==> src/rtl/l2_input_arbiter_p.sv <==
// L2 input arbiter: picks one of flush start, rsp, fwd, flush-sweep step, cpu_req or idle
// per decode slot, and registers the chosen action plus address breakdowns for the next stage.
module l2_input_arbiter_p #(
    parameter int ADDR_BITS   = 32,
    parameter int OFFSET_BITS = 4,
    parameter int SET_BITS    = 9,
    parameter int WAYS        = 8,
    parameter int N_MSHR      = 4,
    localparam int W_OFF_BITS = OFFSET_BITS - 2,
    localparam int WAY_BITS   = (WAYS > 1) ? $clog2(WAYS) : 1,
    localparam int CNT_BITS   = $clog2(N_MSHR + 1),
    localparam int LINE_BITS  = ADDR_BITS - OFFSET_BITS,
    localparam int TAG_BITS   = LINE_BITS - SET_BITS
) (
    input  logic                  clk,
    input  logic                  rst,
    input  logic                  decode_en,
    input  logic                  flush_valid,
    input  logic                  rsp_in_valid,
    input  logic                  fwd_in_valid,
    input  logic                  cpu_req_valid,
    input  logic [CNT_BITS-1:0]   mshr_cnt,
    input  logic                  fwd_stall,
    input  logic                  fwd_stall_ended,
    input  logic                  set_conflict,
    input  logic                  evict_stall,
    input  logic                  ongoing_atomic,
    input  logic [LINE_BITS-1:0]  rsp_in_addr,
    input  logic [LINE_BITS-1:0]  fwd_in_addr,
    input  logic [ADDR_BITS-1:0]  cpu_req_addr,
    output logic                  flush_ready,
    output logic                  rsp_in_ready,
    output logic                  fwd_in_ready,
    output logic                  cpu_req_ready,
    output logic                  do_flush,
    output logic                  do_rsp,
    output logic                  do_fwd,
    output logic                  do_flush_step,
    output logic                  do_cpu_req,
    output logic                  fwd_from_stalled,
    output logic                  cpu_from_conflict,
    output logic [TAG_BITS-1:0]   line_tag,
    output logic [SET_BITS-1:0]   line_set,
    output logic [TAG_BITS-1:0]   cpu_tag,
    output logic [SET_BITS-1:0]   cpu_set,
    output logic [W_OFF_BITS-1:0] cpu_w_off,
    output logic [1:0]            cpu_b_off,
    output logic [LINE_BITS-1:0]  cpu_line_addr,
    output logic [SET_BITS-1:0]   flush_set,
    output logic [WAY_BITS-1:0]   flush_way,
    output logic                  flush_busy,
    output logic                  flush_done
);

    localparam logic [CNT_BITS-1:0] MSHR_ALL = CNT_BITS'(N_MSHR);
    localparam logic [SET_BITS-1:0] SET_LAST = '1;
    localparam logic [WAY_BITS-1:0] WAY_LAST = WAY_BITS'(WAYS - 1);

    typedef enum logic {
        S_IDLE,
        S_SWEEP
    } sweep_state_e;

    sweep_state_e          state_q, state_d;
    logic [SET_BITS-1:0]   set_cnt_q, set_cnt_d;
    logic [WAY_BITS-1:0]   way_cnt_q, way_cnt_d;

    logic                  do_flush_q, do_flush_d;
    logic                  do_rsp_q, do_rsp_d;
    logic                  do_fwd_q, do_fwd_d;
    logic                  do_flush_step_q, do_flush_step_d;
    logic                  do_cpu_req_q, do_cpu_req_d;
    logic                  fwd_from_stalled_q, fwd_from_stalled_d;
    logic                  cpu_from_conflict_q, cpu_from_conflict_d;
    logic [TAG_BITS-1:0]   line_tag_q, line_tag_d;
    logic [SET_BITS-1:0]   line_set_q, line_set_d;
    logic [TAG_BITS-1:0]   cpu_tag_q, cpu_tag_d;
    logic [SET_BITS-1:0]   cpu_set_q, cpu_set_d;
    logic [W_OFF_BITS-1:0] cpu_w_off_q, cpu_w_off_d;
    logic [1:0]            cpu_b_off_q, cpu_b_off_d;
    logic [LINE_BITS-1:0]  cpu_line_addr_q, cpu_line_addr_d;
    logic [SET_BITS-1:0]   flush_set_q, flush_set_d;
    logic [WAY_BITS-1:0]   flush_way_q, flush_way_d;
    logic                  flush_done_q, flush_done_d;

    logic busy, mshr_all, mshr_none;
    logic sel_flush, sel_rsp, sel_fwd, sel_step, sel_cpu;

    assign busy      = (state_q == S_SWEEP);
    assign mshr_all  = (mshr_cnt == MSHR_ALL);
    assign mshr_none = (mshr_cnt == '0);

    // Fixed-priority chain: each stage is masked by every higher-priority selection.
    assign sel_flush = decode_en && flush_valid && !busy && mshr_all;
    assign sel_rsp   = decode_en && !sel_flush && rsp_in_valid && !mshr_all;
    assign sel_fwd   = decode_en && !sel_flush && !sel_rsp &&
                       ((fwd_in_valid && !fwd_stall) || fwd_stall_ended);
    assign sel_step  = decode_en && !sel_flush && !sel_rsp && !sel_fwd &&
                       busy && !fwd_in_valid && !mshr_none;
    assign sel_cpu   = decode_en && !sel_flush && !sel_rsp && !sel_fwd && !sel_step &&
                       (cpu_req_valid || set_conflict) && !evict_stall &&
                       (!mshr_none || ongoing_atomic);

    assign flush_ready   = sel_flush;
    assign rsp_in_ready  = sel_rsp;
    assign fwd_in_ready  = sel_fwd && !fwd_stall;
    assign cpu_req_ready = sel_cpu && !set_conflict;

    always_comb begin
        state_d             = state_q;
        set_cnt_d           = set_cnt_q;
        way_cnt_d           = way_cnt_q;
        do_flush_d          = sel_flush;
        do_rsp_d            = sel_rsp;
        do_fwd_d            = sel_fwd;
        do_flush_step_d     = sel_step;
        do_cpu_req_d        = sel_cpu;
        fwd_from_stalled_d  = sel_fwd && fwd_stall;
        cpu_from_conflict_d = sel_cpu && set_conflict;
        line_tag_d          = line_tag_q;
        line_set_d          = line_set_q;
        cpu_tag_d           = cpu_tag_q;
        cpu_set_d           = cpu_set_q;
        cpu_w_off_d         = cpu_w_off_q;
        cpu_b_off_d         = cpu_b_off_q;
        cpu_line_addr_d     = cpu_line_addr_q;
        flush_set_d         = flush_set_q;
        flush_way_d         = flush_way_q;
        flush_done_d        = 1'b0;

        if (decode_en) begin
            if (sel_rsp) begin
                line_tag_d = rsp_in_addr[LINE_BITS-1:SET_BITS];
                line_set_d = rsp_in_addr[SET_BITS-1:0];
            end else if (sel_fwd) begin
                line_tag_d = fwd_in_addr[LINE_BITS-1:SET_BITS];
                line_set_d = fwd_in_addr[SET_BITS-1:0];
            end else begin
                line_tag_d = '0;
                line_set_d = '0;
            end
            cpu_tag_d       = cpu_req_addr[ADDR_BITS-1:OFFSET_BITS+SET_BITS];
            cpu_set_d       = cpu_req_addr[OFFSET_BITS+SET_BITS-1:OFFSET_BITS];
            cpu_w_off_d     = cpu_req_addr[OFFSET_BITS-1:2];
            cpu_b_off_d     = cpu_req_addr[1:0];
            cpu_line_addr_d = cpu_req_addr[ADDR_BITS-1:OFFSET_BITS];
        end

        if (sel_flush) begin
            state_d   = S_SWEEP;
            set_cnt_d = '0;
            way_cnt_d = '0;
        end

        // Counters only advance on a granted step, so preempting slots keep the position.
        if (sel_step) begin
            flush_set_d = set_cnt_q;
            flush_way_d = way_cnt_q;
            if (way_cnt_q == WAY_LAST) begin
                way_cnt_d = '0;
                set_cnt_d = set_cnt_q + 1'b1;
                if (set_cnt_q == SET_LAST) begin
                    state_d      = S_IDLE;
                    flush_done_d = 1'b1;
                end
            end else begin
                way_cnt_d = way_cnt_q + 1'b1;
            end
        end
    end

    always_ff @(posedge clk or negedge rst) begin
        if (!rst) begin
            state_q             <= S_IDLE;
            set_cnt_q           <= '0;
            way_cnt_q           <= '0;
            do_flush_q          <= 1'b0;
            do_rsp_q            <= 1'b0;
            do_fwd_q            <= 1'b0;
            do_flush_step_q     <= 1'b0;
            do_cpu_req_q        <= 1'b0;
            fwd_from_stalled_q  <= 1'b0;
            cpu_from_conflict_q <= 1'b0;
            line_tag_q          <= '0;
            line_set_q          <= '0;
            cpu_tag_q           <= '0;
            cpu_set_q           <= '0;
            cpu_w_off_q         <= '0;
            cpu_b_off_q         <= '0;
            cpu_line_addr_q     <= '0;
            flush_set_q         <= '0;
            flush_way_q         <= '0;
            flush_done_q        <= 1'b0;
        end else begin
            state_q             <= state_d;
            set_cnt_q           <= set_cnt_d;
            way_cnt_q           <= way_cnt_d;
            do_flush_q          <= do_flush_d;
            do_rsp_q            <= do_rsp_d;
            do_fwd_q            <= do_fwd_d;
            do_flush_step_q     <= do_flush_step_d;
            do_cpu_req_q        <= do_cpu_req_d;
            fwd_from_stalled_q  <= fwd_from_stalled_d;
            cpu_from_conflict_q <= cpu_from_conflict_d;
            line_tag_q          <= line_tag_d;
            line_set_q          <= line_set_d;
            cpu_tag_q           <= cpu_tag_d;
            cpu_set_q           <= cpu_set_d;
            cpu_w_off_q         <= cpu_w_off_d;
            cpu_b_off_q         <= cpu_b_off_d;
            cpu_line_addr_q     <= cpu_line_addr_d;
            flush_set_q         <= flush_set_d;
            flush_way_q         <= flush_way_d;
            flush_done_q        <= flush_done_d;
        end
    end

    assign do_flush          = do_flush_q;
    assign do_rsp            = do_rsp_q;
    assign do_fwd            = do_fwd_q;
    assign do_flush_step     = do_flush_step_q;
    assign do_cpu_req        = do_cpu_req_q;
    assign fwd_from_stalled  = fwd_from_stalled_q;
    assign cpu_from_conflict = cpu_from_conflict_q;
    assign line_tag          = line_tag_q;
    assign line_set          = line_set_q;
    assign cpu_tag           = cpu_tag_q;
    assign cpu_set           = cpu_set_q;
    assign cpu_w_off         = cpu_w_off_q;
    assign cpu_b_off         = cpu_b_off_q;
    assign cpu_line_addr     = cpu_line_addr_q;
    assign flush_set         = flush_set_q;
    assign flush_way         = flush_way_q;
    assign flush_busy        = busy;
    assign flush_done        = flush_done_q;

endmodule
==> config.mk <==
export PLATFORM = sky130hd
export DESIGN_NAME = l2_input_arbiter_p
export DESIGN_NICKNAME = d
export VERILOG_FILES = /design/src/rtl/l2_input_arbiter_p.sv
export SDC_FILE = /design/constraint.sdc
export NUM_CORES = 1
export LEC_CHECK = 0
export CAP_MARGIN = 20
export CORE_UTILIZATION = 36
export DETAILED_ROUTE_END_ITERATION = 16
export PLACE_DENSITY = 0.78
export SYNTH_ARGS = -nofsm -noshare
export SYNTH_HDL_FRONTEND = slang
export SYNTH_SLANG_ARGS = --single-unit
==> constraint.sdc <==
create_clock -name clk -period 1.9 [get_ports clk]
set_input_delay 0.38 -clock clk [delete_from_list [all_inputs] [get_ports clk]]
set_output_delay 0.38 -clock clk [all_outputs]
set_load 0.01 [all_outputs]
==> results of run 1 <==
[through the flow]
step / total power, mW / utilization [%]
finish: 4.67 / 61.3
global placement: 3.48 / 57.9
detailed placement: 3.52 / 57.9
global route: 4.92 / 61.3
CTS: 4.73 / 60.4
floorplan: 2.79 / -
[flip-flops by register name, indices dropped and copies added, names as in the netlist]
signal             cells
line_tag              19
cpu_set                8
flush_done             1
line_set               9
do_flush_step          1
cpu_tag               19
fwd_from_stalled       1
flush_way              3
cpu_b_off              2
do_cpu_req             1
cpu_line_addr          1
way_cnt_q              3
do_fwd                 1
flush_set              9
cpu_w_off              2
cpu_from_conflict      1
set_cnt_q              9
do_rsp                 1
do_flush               1
flush_busy             1
[power by group through the flow]
stage               logic, mW  clock network [mW]  registers (mW)
global placement         1.16                   0            2.32
CTS                      1.21                1.23            2.29
detailed placement       1.19                   0            2.33
global route             1.30                1.30            2.32
floorplan               0.397                   0            2.39
finish                   1.20                1.18            2.29
[critical path, cell delays in order, from the launching register on]
cell and delay, ns:
dfrtp_2 0.41, nor2b_4 0.05, nand3b_1 0.20, a21oi_2 0.18
and3_4 0.20, nor2b_1 0.11, buf_2 0.13
[cells in the final DEF, fill, tap and decap left out, types with 3 or more instances in the layout]
cell,instances
clkdlybuf4s50_1,202
dfrtp_1,92
nand2_1,52
mux2_2,32
nor2_1,30
a21oi_1,29
a22oi_1,28
buf_4,26
clkbuf_8,10
nand3_1,6
buf_6,6
dlygate4sd2_1,5
ha_1,4
nand4_1,3
mux2i_1,3
clkinvlp_4,3
buf_2,3
[final cells by class]
class / instances / share of cell area, %
repair buffers: 248 / 36.8
flip-flops and latches: 93 / 34.9
multi-input cells: 221 / 22.7
well taps: 140 / 2.63
clock buffers: 11 / 2.12
clock inverters: 5 / 0.544
inverters: 5 / 0.319
[final timing paths]
path / start / to / slack, ns
max in group asynchronous: rst / flush_busy / 0.78
min in group asynchronous: rst / line_set[4] / 0.49
worst min-delay path: fwd_stall / fwd_from_stalled / 0.40
worst max register to register: flush_busy / flush_way[0] / -0.06
worst min register to register: flush_set[7] / flush_set[7] / 0.48
worst max-delay path: flush_busy / cpu_req_ready / -0.11
[Yosys cell counts (all sizes together)]
master    n  area (um^2)
a21oi    31          155
or4       2         15.0
ha        4         50.1
o31ai     3         22.5
nand2    52          195
o21ai     2         10.0
buf      32          230
or3       1         6.26
nor2b     2         12.5
o311ai    1         8.76
nand3     7         35.0
a2111oi   1         27.5
or3b      1         11.3
clkbuf   16         60.1
and2      4         25.0
dfrtp    93         2330
mux2     32          360
nand4     3         18.8
o211ai    1         7.51
nor3      2         10.0
nor4      1         6.26
a21o      1         7.51
mux2i     4         40.0
a21boi    1         7.51
nor2     31          116
a22oi    28          210
and3      2         12.5
nand3b    2         15.0
inv       5         18.8
nor3b     1         12.5
a211o     1         8.76
[timing repair]
action | CTS | global route
cloned | 1 | 0
gates resized for setup | 44 | 18
buffers inserted | 1 | 4
pin swaps | 8 | 6
hold buffers | 1 | 0
endpoints found under the hold margin | 28 | 0
endpoints found under the setup margin | 59 | 28
[routing by layer]
layer  share of wire, %  GRT usage [%]
met2                 51           33.7
met3                7.7           4.64
met4                1.8           8.12
met5               0.14              0
met1                 39           22.3
[logic make-up (layout without fill, tap and decap cells)]
group                      count (synthesis)  in the layout  synth area share [%]
muxes                                     36             36                  9.90
buffers and inverters                     53            269                  7.64
and+or+nand+nor                          111            111                  12.2
DFF                                       93             93                  57.5
adders and majority gates                  4              4                  1.24
AOI/OAI and AO/OA                         70             70                  11.5
==> key figures, run 1 <==
Detailed routing
  – Initial DRC Count: 128
  – WL/cell: 15.4 um
  – First-pass DRT Iterations: 4
  – DR vias: roughly 3,500
  – Drt drc: 0
  – ANT nets after route: 0
  – Wirelength, routed: 11,200 um
  – Number of vias per cell: approximately 4.8

Power
  – Power per cell area: 701 nW/um^2
  – Switch share: between 20 and 30%
  – Sw power: around 1.3 mW
  – Internal power: about 3.4 mW
  – VDD IR max: approximately 320 uV
  – Share of power burned in registers: 49.0%
  – Part of the power in combinational logic: around a quarter
  – Pleak: 2.88 nW
  – Clock network fraction of total power: 25.2%

Logic synthesis
  – Syn Area/Cell: 11.0 um^2
  – Cells after synthesis: 367
  – Post-synthesis cell type count: 32
  – Synthesized area: 4040 um^2
  – Yosys reg bits: 93
  – Ys Warns: 0
  – Synthesized Nets: 474
  – Sequential fraction of the synthesis area: 57.5%

Clock tree
  – Clk root buf: clkbuf_8
  – Clk sinks: 93
  – Num CTS Buffers: 9
  – Clk_lat worst skew: ~0.35 ns
  – CTS tree: yes
  – Reg clk slew, reported paths: 0.09 ns
  – CTS Buffer Depth: 2
  – Htree depth: 3

Placed design
  – Placed Cells incl. Taps: 700
  – HPWL after DPL: 8440 um
  – Routability Congestion: slightly below 0.8
  – Placement Setup Slack: -0.973 ns
  – I/O Buffers: 215
  – Placed Area: 6300 um^2

GRT
  – Vias in the first global route: about 3,400
  – Largest net degree at the start of global routing: between 60 and 70
  – Global-route wire length before repair: 17,200 um
  – Gr usage total: 19.2%
  – Gr ovfl total: 0
  – Initial antenna violation count: 1

Layout
  – Nets: 685
  – Area of the multi-input gates: ~1500 um^2
  – Final Non-Filler Cells: 723
  – Fill cells: ~900
  – Post-route cell area: around 6700 um^2
  – Area Overhead vs Synth: 64.9%
  – Ant diodes: 0
  – Share of cells above drive strength 1: 19.0%
  – Sequential cell area: around 2300 um^2

STA
  – WHS: 0.399 ns
  – Period Utilization, post-route: 106%
  – Clock Skew: 0.0108 ns
  – Highest Clock Rate: 0.497 GHz
  – Endpoints failing setup: 10
  – Fin. max-slew vios: 0
  – Final Hold Fails: 0
  – Setup TNS: -0.531 ns
  – Max_slew headroom: 57.4%
  – Worst Slack Setup Final: -0.114 ns
  – RSZ-0062 raised after global routing: yes
  – Slew at the pin closest to its max-slew limit: 0.639 ns
  – Final min period: 2.01 ns

Setup path
  – Crit path kind: reg2out
  – CP arrival: 1.63 ns
  – Setup crit start kind: register
  – Worst R2R Path Depth: 10
  – Crit end category: output pin
  – Required time of the worst setup path: roughly 1.5 ns
  – Crit path max fanout: 3

Floorplanning
  – Die Area: around 12,000 um^2
  – Row cnt: 38
  – Initial Utilization: 37.1%
  – IO Pins: 216
  – Die H: 108 um
  – Die Wd: 108 um
  – Core Area: 10,900 um^2

Run status
  – Outcome: finished with violations
  – Failing checks: negative setup slack

Job
  – Max-cap viol count: 0

Worst hold path
  – Hold Crit Class: in2reg
  – Hold depth: 2
(Power assumes the default switching activity.)
==> run 2: changes to the inputs <==
- CELL_PAD_IN_SITES_DETAIL_PLACEMENT: default -> 0
- CELL_PAD_IN_SITES_GLOBAL_PLACEMENT: default -> 2
- CORE_UTILIZATION: 36 -> 20
- PLACE_DENSITY: 0.78 -> 0.75
- clock period: 1.9 -> 1.75 ns (I/O delays scaled with it)
==> key figures, run 2 (synthesis results as in run 1) <==
Run status
  – Outcome: finished with violations
  – Failing checks: negative setup slack

Clock tree
  – Clk_lat worst skew: 0.34 ns (about the same)
  – CTS tree: yes
  – Num CTS Buffers: 9 (unchanged)
  – Clk root buf: clkbuf_16
  – Post-CTS Hold Buffers: 0 (-1)
  – Clk sinks: 93 (unchanged)
  – Reg clk slew, reported paths: 0.06 ns (-0.03 ns)
  – Htree depth: 3 (unchanged)
  – CTS Buffer Depth: 2 (unchanged)

Layout
  – Share of cells above drive strength 1: 20.8% (+1.8 points)
  – Commonest cells after routing, fill and taps aside: 201 x clkdlybuf4s50_1, 93 x dfrtp_1, 47 x nand2_1
  – Nets: 692 (+1.0%)
  – Most common cell after layout, fill and taps aside: clkdlybuf4s50_1
  – Area of the multi-input gates: 1500 um^2 (-0.83%)
  – Fill cells: 1,967 (+120%)
  – Area Overhead vs Synth: 72.5%
  – Sequential cell area: 2330 um^2 (about the same)
  – Ant diodes: 0 (unchanged)
  – Final Non-Filler Cells: 855 (+18%)

Placed design
  – Placed Cells incl. Taps: 828 (+18%)
  – I/O Buffers: 215 (unchanged)
  – HPWL after DPL: 9190 um (+8.9%)
  – Routability Congestion: 0.707 (-11%)
  – Placement Setup Slack: -1.00 ns (-0.0288 ns)

Setup path
  – Crit path kind: reg2out
  – Crit path max fanout: 3 (unchanged)
  – CP arrival: 1.56 ns (-0.07 ns)
  – Setup crit start kind: register
  – Required time of the worst setup path: 1.40 ns (-0.12 ns)
  – Crit end category: output pin
  – Worst R2R Path Depth: 6 (-4)

STA
  – Clock Skew: 0.00726 ns (-0.00349 ns)
  – Final min period: 1.91 ns
  – Fin. max-slew vios: 0 (unchanged)
  – Highest Clock Rate: 0.523 GHz
  – Worst Slack Setup Final: -0.161 ns (-0.0473 ns)
  – RSZ-0062 raised after global routing: yes
  – Max_slew headroom: 36.4% (-21 points)
  – Period Utilization, post-route: 109%
  – Final Hold Fails: 0 (unchanged)
  – Endpoints failing setup: 22 (+12)
  – Slew at the pin closest to its max-slew limit: 0.954 ns (+0.315 ns)

GRT
  – Largest net degree at the start of global routing: 94 (+42%)
  – Gr ovfl total: 0 (unchanged)
  – Initial antenna violation count: 0 (-1)
  – Gr usage total: 11.7% (-7.6 points)
  – Vias in the first global route: 3,392 (-1.6%)
  – Global-route wire length before repair: 18,100 um (+5.1%)

Detailed routing
  – DR vias: 3,496 (+0.63%)
  – Met2 WL: 6310 um (+11%)
  – Met3 WL post-DR: 955 um (+11%)
  – ANT nets after route: 0 (unchanged)
  – Wirelength, routed: 12,600 um (+13%)
  – Number of vias per cell: 4.09 (-15%)
  – First-pass DRT Iterations: 4 (unchanged)
  – WL/cell: 14.7 um (-4.6%)
  – Drt drc: 0 (unchanged)
  – Top Metal Used: met4
  – Initial DRC Count: 135 (+5.5%)
  – Length of routed wiring on met1: 5130 um (+17%)

Floorplanning
  – Initial Utilization: 20.6% (-17 points)
  – IO Pins: 216 (unchanged)
  – Die Area: 20,800 um^2 (+78%)
  – Row cnt: 51 (+34%)
  – Core Area: 19,700 um^2 (+81%)
  – Die H: 144 um (+34%)
  – Die Wd: 144 um (+34%)

Power
  – Power per cell area: 809 nW/um^2 (+15%)
  – VDD IR max: 407 uV (+26%)
  – Pleak: 2.95 nW (+2.5%)

Job
  – Max-cap viol count: 0 (unchanged)

Worst hold path
  – Hold Crit Class: in2async
[run 2: changes by cell type in the layout (fill, tap and decap cells not counted), sizes merged]
cell           delta
buf              +10
clkbuf            +2
clkinvlp          -2
bufbuf            -1
clkdlybuf4s50     -1
clkinv            +1
dlygate4sd2       -1
dlygate4sd3       -1
[run 2: through the flow]
step | area, um^2 | util, % | hold slack [ns] | power (mW) | TNS (ns)
6_report | 6980 | 35.5 | 0.0667 | 5.64 | -1.04
5_1_grt | 6980 | 35.5 | 0.0990 | 5.94 | -5.77
4_1_cts | 6860 | 34.9 | 0.0757 | 5.75 | -2.22
3_5_place_dp | 6490 | 33.0 | 0.452 | 3.84 | -43.22
3_3_place_gp | 6490 | 33.0 | 0.446 | 3.82 | -40.42
2_1_floorplan | 4080 | - | 0.0544 | 3.03 | -0.651
[run 2: final timing paths]
check                              from               end  slack [ns]
max in group asynchronous           rst      flush_set[3]        1.30
min in group clk              fwd_stall  fwd_from_stalled        0.38
hold / removal                      rst       line_tag[8]        0.07
hold reg to reg            flush_set[8]      flush_set[8]        0.46
setup reg to reg             flush_busy      set_cnt_q[5]       -0.14
setup / recovery             flush_busy     cpu_req_ready       -0.16
[run 2: critical path, stage by stage (launching register included)]
cell and delay (ns):
dfrtp_1 0.39, inv_2 0.05, or3_4 0.37, and3_4 0.18, nor2b_4 0.12, buf_6 0.11
[run 2: metal layers]
metal  up-vias  global-route usage, %
met2       125                   20.6
li1       1691                      -
met3        16                   3.08
met1      1664                   13.2
met5         -                      0
met4         0                   4.76
[run 2: report_power, final]
| group | internal, mW | leakage (nW) | switching, mW | total [mW] |
|---|---|---|---|---|
| Sequential | 2.35 | 1.16 | 0.138 | 2.49 |
| Combinational | 0.799 | 1.66 | 0.505 | 1.30 |
| Clock | 1.03 | 0.138 | 0.814 | 1.85 |
| Total | 4.19 | 2.95 | 1.46 | 5.64 |
[run 2: area by class of cell]
cell class / count / area share, %
timing repair buffer: 255 / 36.0
sequential: 93 / 33.4
multi-input combinational: 221 / 21.5
tap: 265 / 4.75
clock buffer: 12 / 3.68
inverter: 5 / 0.341
clock inverter: 4 / 0.323
[run 2: what timing repair did]
action	CTS	global route
endpoints found under the setup margin	61	57
pin swaps	6	6
gates resized for setup	50	22
gates cloned	0	1
endpoints found under the hold margin	0	0
buffers inserted	8	2
==> run 3: changes to the inputs <==
- CORE_UTILIZATION: 20 -> 24
- PLACE_DENSITY: 0.75 -> 0.84
- clock period: 1.75 -> 2.4 ns (I/O delays scaled with it)
==> key figures, run 3 (synthesis results as in run 1) <==
Setup path
  – CP delay by family, top: simple AND/OR/NAND/NOR gates
  – Crit end category: output pin
  – CP Buf/Inv Count: 2 (unchanged)
  – Crit path kind: in2out
  – CP Launch Point: mshr_cnt[2]
  – R2R Setup Slk: 0.35 ns (+0.49 ns)
  – CP arrival: 1.83 ns (+0.27 ns)
  – Required time of the worst setup path: 1.92 ns (+0.52 ns)
  – CP Capture Point: cpu_req_ready
  – CP max stage delay: 0.42 ns (+0.03 ns)
  – CP Depth: 7 (+2)
  – Reg-to-reg endpoint: set_cnt_q[7]
  – Setup crit start kind: input pin
  – Crit-path cells: clkdlybuf4s15_1, nor3b_4, or3b_4, a21oi_4, and3_4, nor2b_4, buf_6
  – Crit path max fanout: 3 (unchanged)
  – Worst R2R Path Depth: 8 (+2)
  – Reg-to-reg startpoint: flush_busy
  – CP max stage cell: or3b_4

Floorplanning
  – Initial Utilization: 24.5% (+3.9 points)
  – Die Area: 17,400 um^2 (-16%)
  – Row cnt: 47 (-7.8%)
  – Die Wd: 132 um (-8.6%)
  – IO Pins: 216 (unchanged)
  – Die H: 132 um (-8.6%)
  – Core Area: 16,500 um^2 (-16%)

Layout
  – Final Non-Filler Cells: 803 (-6.1%)
  – Most common cell after layout, fill and taps aside: clkdlybuf4s50_1
  – Ant diodes: 0 (unchanged)
  – Commonest cells after routing, fill and taps aside: 205 x clkdlybuf4s50_1, 93 x dfrtp_1, 52 x nand2_1
  – Area Overhead vs Synth: 68.9%
  – Share of cells above drive strength 1: 16.0% (-4.9 points)
  – Sequential cell area: 2330 um^2 (unchanged)
  – Fill cells: 1,581 (-20%)
  – Nets: 685 (-1.0%)
  – Post-route cell area: 6830 um^2 (-2.1%)
  – Area of the multi-input gates: 1450 um^2 (-3.7%)

Power
  – Internal power: 3.31 mW (-21%)
  – VDD IR max: 361 uV (-11%)
  – Part of the power in combinational logic: 21.6% (-1.5 points)
  – Sw power: 1.06 mW (-27%)
  – Switch share: 24.3% (-1.5 points)
  – Share of power burned in registers: 41.6% (-2.6 points)
  – Clock network fraction of total power: 36.8% (+4.1 points)
  – Pleak: 2.93 nW (-0.67%)
  – Power per cell area: 640 nW/um^2 (-21%)

Placed design
  – Placed Area: 6430 um^2 (-0.89%)
  – I/O Buffers: 215 (unchanged)
  – Routability Congestion: 0.831 (+18%)
  – HPWL after DPL: 9350 um (+1.8%)
  – Placed Cells incl. Taps: 784 (-5.3%)
  – Placement Setup Slack: -0.616 ns (+0.386 ns)

Clock tree
  – CTS Buffer Depth: 2 (unchanged)
  – Clk sinks: 93 (unchanged)
  – CTS tree: yes
  – Num CTS Buffers: 9 (unchanged)
  – Htree depth: 3 (unchanged)
  – Reg clk slew, reported paths: 0.06 ns (about the same)
  – Clk_lat worst skew: 0.34 ns (about the same)
  – Clk root buf: clkbuf_16

Detailed routing
  – Initial DRC Count: 82 (-39%)
  – WL/cell: 15.2 um (+3.1%)
  – DR vias: 3,440 (-1.6%)
  – Number of vias per cell: 4.28 (+4.8%)
  – Drt drc: 0 (unchanged)
  – ANT nets after route: 0 (unchanged)
  – Wirelength, routed: 12,200 um (-3.2%)
  – First-pass DRT Iterations: 4 (unchanged)

GRT
  – Initial antenna violation count: 0 (unchanged)
  – Gr usage total: 14.4% (+2.7 points)
  – Global-route wire length before repair: 19,300 um (+6.4%)
  – Vias in the first global route: 3,535 (+4.2%)
  – Largest net degree at the start of global routing: 50 (-47%)
  – Gr ovfl total: 0 (unchanged)

STA
  – Slew at the pin closest to its max-slew limit: 0.452 ns (-0.502 ns)
  – Max_slew headroom: 69.9% (+33 points)
  – Endpoints failing setup: 0 (-100%)
  – Final min period: 2.31 ns
  – Worst Slack Setup Final: 0.0943 ns (+0.256 ns)
  – Highest Clock Rate: about 0.43 GHz
  – Period Utilization, post-route: a little over nine tenths
  – Clock Skew: 0.00457 ns (-0.00270 ns)
  – WHS: 0.484 ns (+0.417 ns)
  – Final Hold Fails: 0 (unchanged)
  – Fin. max-slew vios: 0 (unchanged)
  – RSZ-0062 raised after global routing: no

Job
  – Max-cap viol count: 0 (unchanged)

Run status
  – Outcome: complete, no violations

Worst hold path
  – Hold Crit Class: reg2reg
-- run 3: metal layers --
| metal | up-vias | routed length [um] | GRT usage [%] |
|---|---|---|---|
| met5 | - | 0 | 0 |
| met4 | 0 | 180 | 5.10 |
| met3 | 12 | 578 | 3.31 |
| met2 | 115 | 6030 | 24.7 |
| met1 | 1647 | 5400 | 17.5 |
| li1 | 1666 | - | - |
-- run 3: power groups by stage --
stage | Clock [mW] | Combinational (mW) | Sequential [mW]
3_3_place_gp | 0 | 0.938 | 1.84
3_5_place_dp | 0 | 0.952 | 1.85
2_1_floorplan | 0 | 0.312 | 1.89
6_report | 1.61 | 0.944 | 1.82
5_1_grt | 1.73 | 1.02 | 1.84
4_1_cts | 1.66 | 0.957 | 1.82
-- run 3: timing repair --
action	4_1_cts	5_1_grt
hold buffers	1	0
endpoints found under the setup margin	10	1
buffers inserted	1	1
gates resized for setup	17	6
endpoints found under the hold margin	13	0
pin swaps	5	2
-- run 3: worst min-delay path, cell delays in order (launching register included) --
cell	delay (ns)
dfrtp_1	0.35
nand2_1	0.05
nand2_1	0.06
-- run 3: per-stage QoR --
step           power (mW)  utilization [%]  setup TNS (ns)
2_1_floorplan        2.20                -               0
3_3_place_gp         2.78             38.9          -10.26
3_5_place_dp         2.80             38.9          -13.74
4_1_cts              4.44             41.1               0
5_1_grt              4.58             41.3               0
6_report             4.37             41.3               0
-- run 3: final cells by class --
cell class                      count  area share, %
Timing Repair Buffer              248           35.5
Clock buffer                        9           3.30
Tap cell                          220           4.03
Sequential cell                    93           34.1
Multi-Input combinational cell    221           21.2
Inverter                            5          0.275
Clock inverter                      7           1.67
-- run 3: how the worst min path moves through the flow --
stage	start	endpoint	slack [ns]	depth (start not counted)
floorplan	rst	cpu_b_off[0]	0.18	0
detailed placement	rst	cpu_tag[6]	0.35	1
global route	flush_set[7]	flush_set[7]	0.53	2
global placement	rst	cpu_tag[6]	0.35	1
finish	flush_set[6]	flush_set[6]	0.48	2
CTS	flush_set[5]	flush_set[5]	0.49	2
